**config.mk**
```make
export PLATFORM = sky130hd
export DESIGN_NAME = dmem_arbiter
export DESIGN_NICKNAME = d
export VERILOG_FILES = /design/src/rtl/dmem_arb_pkg.sv /design/src/rtl/arb_pick.sv /design/src/rtl/dmem_arbiter.sv
export SDC_FILE = /design/constraint.sdc
export NUM_CORES = 1
export LEC_CHECK = 0
export CAP_MARGIN = 25
export CELL_PAD_IN_SITES_DETAIL_PLACEMENT = 0
export CELL_PAD_IN_SITES_GLOBAL_PLACEMENT = 1
export CORE_AREA = 2 2 227 229
export DETAILED_ROUTE_END_ITERATION = 7
export DIE_AREA = 0 0 229 231
export MAX_ROUTING_LAYER = met4
export PLACE_DENSITY_LB_ADDON = 0.05
export RECOVER_POWER = 100
export SLEW_MARGIN = 20
export SYNTH_ARGS = -nofsm -noshare
export SYNTH_HDL_FRONTEND = slang
export SYNTH_HIERARCHICAL = 1
export SYNTH_SLANG_ARGS = --single-unit
```
**constraint.sdc**
```tcl
create_clock -name Clk -period 3.2 [get_ports Clk]
set_input_delay 0.48 -clock Clk [delete_from_list [all_inputs] [get_ports Clk]]
set_output_delay 0.48 -clock Clk [all_outputs]
set_load 0.02 [all_outputs]
```
**src/rtl/dmem_arb_pkg.sv**
```systemverilog
// Shared types and constants for the data-memory arbiter.
package dmem_arb_pkg;

   typedef enum logic [1:0] {
      ST_IDLE   = 2'd0,
      ST_SERVE0 = 2'd1,
      ST_SERVE1 = 2'd2
   } state_t;

   localparam logic PORT_CORE = 1'b0;
   localparam logic PORT_LDR  = 1'b1;

endpackage

```
**src/rtl/arb_pick.sv**
```systemverilog
// Two-input request picker. Tie policy: round-robin against `last` when
// DMEM_ARB_RR_EN is defined, otherwise fixed priority to the core port.
module arb_pick
   import dmem_arb_pkg::*;
(
   input  logic req0,
   input  logic req1,
   input  logic last,
   output logic valid,
   output logic winner
);

`ifndef DMEM_ARB_RR_EN
   logic unused_last;
   assign unused_last = last;
`endif

   always_comb begin
      valid  = req0 | req1;
      winner = PORT_CORE;
      if (req0 && req1) begin
`ifdef DMEM_ARB_RR_EN
         winner = ~last;
`else
         winner = PORT_CORE;
`endif
      end else if (req1) begin
         winner = PORT_LDR;
      end
   end

endmodule

```
**src/rtl/dmem_arbiter.sv**
```systemverilog
// Shares one data memory between the core (port 0) and loader (port 1) via an
// IDLE/SERVE0/SERVE1 grant FSM with locked port-1 bursts. Tie policy: DMEM_ARB_RR_EN.
module dmem_arbiter
   import dmem_arb_pkg::*;
#(
   parameter int ADDR_W    = 64,
   parameter int DATA_W    = 64,
   parameter int MAX_BURST = 8
) (
   input  logic              Clk,
   input  logic              reset,
   input  logic              req0,
   input  logic              we0,
   input  logic [ADDR_W-1:0] addr0,
   input  logic [DATA_W-1:0] wdata0,
   output logic              ack0,
   output logic [DATA_W-1:0] rdata0,
   output logic              stall0,
   input  logic              req1,
   input  logic              we1,
   input  logic [ADDR_W-1:0] addr1,
   input  logic [DATA_W-1:0] wdata1,
   output logic              ack1,
   output logic [DATA_W-1:0] rdata1,
   input  logic              lock1,
   output logic [ADDR_W-1:0] mem_addr,
   output logic [DATA_W-1:0] mem_wdata,
   output logic              mem_MemWrite,
   output logic              mem_MemRead,
   input  logic [DATA_W-1:0] mem_rdata
);

   localparam int CNT_W = $clog2(MAX_BURST) + 1;
   localparam logic [CNT_W-1:0] BURST_LIM = CNT_W'(MAX_BURST);

   state_t           state;
   logic [CNT_W-1:0] burst_cnt;
   logic [CNT_W-1:0] cnt_nxt;
   logic             last;
   logic             pick_valid;
   logic             pick_winner;

   arb_pick u_pick (
      .req0   (req0),
      .req1   (req1),
      .last   (last),
      .valid  (pick_valid),
      .winner (pick_winner)
   );

   assign cnt_nxt = burst_cnt + 1'b1;

   always_ff @(posedge Clk) begin
      if (reset) begin
         state     <= ST_IDLE;
         burst_cnt <= '0;
         last      <= PORT_LDR;
      end else begin
         case (state)
            ST_IDLE: begin
               if (pick_valid) begin
                  state <= (pick_winner == PORT_LDR) ? ST_SERVE1 : ST_SERVE0;
                  last  <= pick_winner;
               end
            end
            ST_SERVE0: state <= ST_IDLE;
            ST_SERVE1: begin
               // Idle cycles inside a locked tenure still consume burst budget.
               if (lock1 && (cnt_nxt < BURST_LIM)) begin
                  burst_cnt <= cnt_nxt;
               end else begin
                  state     <= ST_IDLE;
                  burst_cnt <= '0;
               end
            end
            default: begin
               state     <= ST_IDLE;
               burst_cnt <= '0;
            end
         endcase
      end
   end

   // Strobes and acks are gated by reset so no write can commit at a reset edge.
   always_comb begin
      ack0         = 1'b0;
      ack1         = 1'b0;
      mem_addr     = '0;
      mem_wdata    = '0;
      mem_MemWrite = 1'b0;
      mem_MemRead  = 1'b0;
      case (state)
         ST_SERVE0: begin
            mem_addr  = addr0;
            mem_wdata = wdata0;
            if (req0 && !reset) begin
               ack0         = 1'b1;
               mem_MemWrite = we0;
               mem_MemRead  = ~we0;
            end
         end
         ST_SERVE1: begin
            mem_addr  = addr1;
            mem_wdata = wdata1;
            if (req1 && !reset) begin
               ack1         = 1'b1;
               mem_MemWrite = we1;
               mem_MemRead  = ~we1;
            end
         end
         default: ;
      endcase
      rdata0 = (ack0 && !we0) ? mem_rdata : '0;
      rdata1 = (ack1 && !we1) ? mem_rdata : '0;
      stall0 = req0 & ~ack0;
   end

endmodule

```
# After elaboration in Yosys (flattened, before gate mapping)
# Cells that the tools add are included.
[classes]
magnitude_cmp = 1
n_mux = 22
n_reduce_logical = 12
bitwise_logic = 5
n_addsub = 1
eq_ne = 4
[ops]
columns = ["op", "n"]
rows = [
  ["one-hot mux 64 bit (2 select lines)", 2],
  ["two-way mux 64 bit", 2],
  ["two-way mux 1 bit", 10],
  ["one-hot mux 4 bit (2 select lines)", 1],
  ["logical AND 1 bit", 6],
  ["two-way mux 2 bit", 3],
  ["adder 4 x 1 -> 4 bit (second input constant)", 1],
  ["less-than comparator 4 bit (second input constant)", 1],
  ["two-way mux 4 bit", 1],
  ["inequality test 2 bit (second input constant)", 2],
  ["one-hot mux 1 bit (2 select lines)", 2],
  ["one-hot mux 2 bit (2 select lines)", 1],
  ["zero test 1 bit", 3],
  ["inverter 1 bit", 3],
  ["equality test 2 x 1 -> 1 bit (second input constant)", 1],
  ["equality test 2 bit (second input constant)", 1],
  ["zero test 2 bit", 1],
  ["AND reduction 2 bit", 1],
  ["OR reduction 2 bit", 1],
  ["AND 1 bit", 1],
  ["OR 1 bit", 1],
]
[totals]
wordCells = 47
regBits = 6
in_bits = 327
output_inout_bits = 261

# Depth between registers and ports, before layout
[logic_depth]
depth_word = 6
depth_mapped = 8
ltp_nobuf = 6

# Hierarchy
# The synthesis kept the hierarchy.
[modules_own_cells]
columns = ["mod", "instances", "area_each_um2", "cells_each", "seq_area_each_um2"]
rows = [
  ["dmem_arbiter", 1, 3362.0, 490, 140.1],
  ["arb_pick", 1, 12.5, 2, 0.0],
]

# Least setup slack after synthesis
# OpenSTA, ideal clock, no wires.
[synth_timing]
kind = "reg-to-output"
startpoint = "register state[0]"
endpoint = "output port mem_MemWrite"
arrival_time_ps = 1516
path_buffers = 2
setup_slack_ps = 1204
path_stages_with_launch = 6
path_cell_list = "dfxtp_1 > inv_1 > ha_1 > clkbuf_1 > clkbuf_1 > nor2b_1"
[synth_via]
elab_chain_cells = 2
elab_cells_between_ends = 3
cone_classes = "eq/ne (2); mux (1)"
[synth_lines]
columns = ["item", "line_no", "text"]
rows = [
  ["from (decl)", "dmem_arbiter.sv:36", "state_t state;"],
  ["from (signal assigned)", "dmem_arbiter.sv:62", "state <= (pick_winner == PORT_LDR) ? ST_SERVE1 : ST_SERVE0;"],
  ["equality test 2 bit / equality test 2 x 1 -> 1 bit (equally long branches)", "dmem_arbiter.sv:92", "case (state)"],
  ["one-hot mux 1 bit (2 select lines) *", "dmem_arbiter.sv:92", ""],
  ["to (decl)", "dmem_arbiter.sv:28", "output logic mem_MemWrite,"],
]
# Every way passes the cells marked *; elsewhere a longest branch is shown, timed or not.

# Worst setup path in the final report
[layout_timing]
startpoint = "input port req0"
endpoint = "output port rdata0[56]"
[layout_via]
elab_chain_cells = 5
[layout_lines]
columns = ["item", "line_no", "text"]
rows = [
  ["from (decl)", "dmem_arbiter.sv:12", "input logic req0,"],
  ["logical AND 1 bit", "dmem_arbiter.sv:96", "if (req0 && !reset) begin"],
  ["two-way mux 1 bit", "dmem_arbiter.sv:96", ""],
  ["two-way mux 1 bit", "dmem_arbiter.sv:92", ""],
  ["logical AND 1 bit", "dmem_arbiter.sv:113", "rdata0 = (ack0 && !we0) ? mem_rdata : '0;"],
  ["two-way mux 64 bit", "dmem_arbiter.sv:113", ""],
  ["to (decl)", "dmem_arbiter.sv:17", "output logic [DATA_W-1:0] rdata0,"],
]
# No other way between the ends.

==> impl_metrics.tcl <==
set metrics [dict create \
    run_status "complete, no violations" \
    route.detailed.drc 0 \
    dr.pass1.iters 4 \
    critPathRequiredTime_ps 2720 \
    powerDensity_mw_per_mm2 142 \
    finalCriticalPeriod_ps 3070 \
    cts_tree "yes" \
    nNetsFinal 1374 \
    final-hold-violation-count 0 \
    dp.final_hpwl_mm 30.9 \
    dpl_cell_area_mm2 0.0101 \
    synthesis.area_mm2 0.00334 \
    dieArea_mm2 0.0529 \
    grt_pass1_wl_mm 48.1 \
    min_from "burst_cnt[3]" \
    design_area_mm2 0.0101 \
    clock-sinks 6 \
    cts_buffers 3 \
    worst_hold_path.endpoint "burst_cnt[3]" \
    wire_per_inst_um 20.7 \
    max_freq_ghz 0.325 \
    die_w_um 229 \
    totalWireLength_mm 36.0 \
    syn-instance-count 488 \
    fin_crit_sh_pct 96.0 \
    io_buffer_count 587 \
    grt_pass1_vias 6160 \
    vdd_drop_max_mv 0.129 \
    antenna_left 0 \
    seqPwrFrac_pct 5.5 \
    grt_start_max_net_pins 66 \
    root_buffer "clkbuf_16" \
    r2r-start "state[1]" \
    vias 5885 \
    insertion_delay_ps 230 \
    tightest_slew_ps 404 \
    p_switching_w 0.000541 \
    crit_path_start_kind "primary input" \
    drv_slew 0 \
    setup.worst_path.end_class "output port" \
    power_frac_clock_pct 14.3 \
    rrSetupSlack_ps 1580 \
    ys.warnings.count 6 \
    grt_usage_pct 13.0 \
    synth.avg_cell_area_um2 6.85 \
    hold_depth 1 \
    setup-violations-final 0 \
    fin_skew_ps 2.00 \
    syn_to_final_growth_pct 204 \
    arrival_ps 2590 \
    crit_fanout 65 \
    core_mm2 0.0507 \
    drt-initial-drc-count 171 \
    worstRegToRegCells 6 \
    htreeDepth 1 \
    antenna_found_initial 13 \
    post_cts_buffers 0 \
    overflow 0 \
    r2r_end "burst_cnt[2]" \
    p_leak_nw 3.99 \
    layout-drive-gt1-share_pct 3.46 \
    grt_setup_unrepaired "false" \
    io_pins 588 \
    initial_core_util_pct 6.59 \
    gp_congestion 0.782 \
    max_cap_viol_count 0 \
    vias_per_cell 3.39 \
    slew_headroom_pct 73.0 \
    clk_pin_slew_ps 40 \
    switching_share_pct 37.5 \
    tns_ps 0 \
    power_frac_comb_pct 80.3 \
    critPathKind "primary input to output port" \
    num_rows 83 \
    fp.dieH_um 231 \
    worstHoldPathType "register to register" \
    syn_nets 819 \
    internal-power_w 0.000901 \
    clock_path_buffers 2 \
]
## critical path, stage by stage
cell	delay [ps]
dlygate4sd3_1	590
and3_4	220
nor2b_4	150
buf_12	220
and2_1	160
dlygate4sd3_1	700
## state kept, by name (all words and copies together), names as in the netlist
register,flops
burst_cnt,4
state,2
## power groups by stage
stage | Sequential, W | Combinational, W | Clock, W
finish | 0.0000789 | 0.00116 | 0.000206
global route | 0.0000792 | 0.00125 | 0.000213
CTS | 0.0000796 | 0.00123 | 0.000206
detailed placement | 0.0000806 | 0.00122 | 0
global placement | 0.0000805 | 0.00123 | 0
floorplan | 0.0000794 | 0.000435 | 0
## worst max-delay path by stage
| stage | from | end | slack [ps] |
|---|---|---|---|
| detailed placement | reset | rdata1[5] | 90 |
| global route | state[0] | rdata1[61] | 9 |
| global placement | reset | rdata1[5] | 120 |
| floorplan | state[0] | mem_MemWrite | 1200 |
| finish | req0 | rdata0[56] | 130 |
| CTS | state[0] | rdata1[5] | 40 |
## cells in the final DEF (no fill, tap or decap), types with 2 or more instances in the layout
cell type and n:
clkbuf_16 3, clkbuf_2 5, nor2b_4 2, inv_1 3, dlygate4sd3_1 222, nand2_1 2
a22oi_1 129, nor2b_1 130, ha_4 2, ha_1 2, and2_1 122, dfxtp_1 6
diode_2 14, o31ai_1 2, nand3b_1 2, and2_0 6, buf_12 12, o21ai_0 3
clkdlybuf4s50_1 360, buf_4 8, a21oi_1 3
## metal layers
metal	track usage, %	vias to the layer above	part of all wire [%]
met5	-	-	0
met4	1.20	0	0.69
met3	6.41	12	12
met2	24.3	348	53
met1	12.5	2694	34
li1	-	2831	-
## final cells by class
cell class | count | area [um^2]
Antenna cell | 14 | 35.0
Clock buffer | 3 | 75.1
Fill cell | 5814 | 40500
Inverter | 4 | 15.0
Multi-Input combinational cell | 420 | 2880
Sequential cell | 6 | 120
Tap cell | 680 | 851
Timing Repair Buffer | 608 | 6160
## metrics by stage
| step | instances | power, W | util [%] | setup slack (ps) | hold slack, ps |
|---|---|---|---|---|---|
| floorplan | 488 | 0.000514 | - | 1200 | 479 |
| global placement | 1718 | 0.00131 | 19.8 | 121 | 495 |
| detailed placement | 1718 | 0.00130 | 19.8 | 90.0 | 499 |
| CTS | 1721 | 0.00151 | 20.0 | 36.3 | 503 |
| global route | 1733 | 0.00154 | 20.0 | 9.21 | 525 |
| finish | 1735 | 0.00144 | 20.0 | 128 | 503 |
## timing repair
item / 4_1_cts / 5_1_grt
resized for setup: 0 / 1
hold buffers: 0 / 0
setup endpoints to repair: 0 / 1
hold endpoints to repair: 0 / 0
Note: power is estimated with default switching activity, not from simulation.
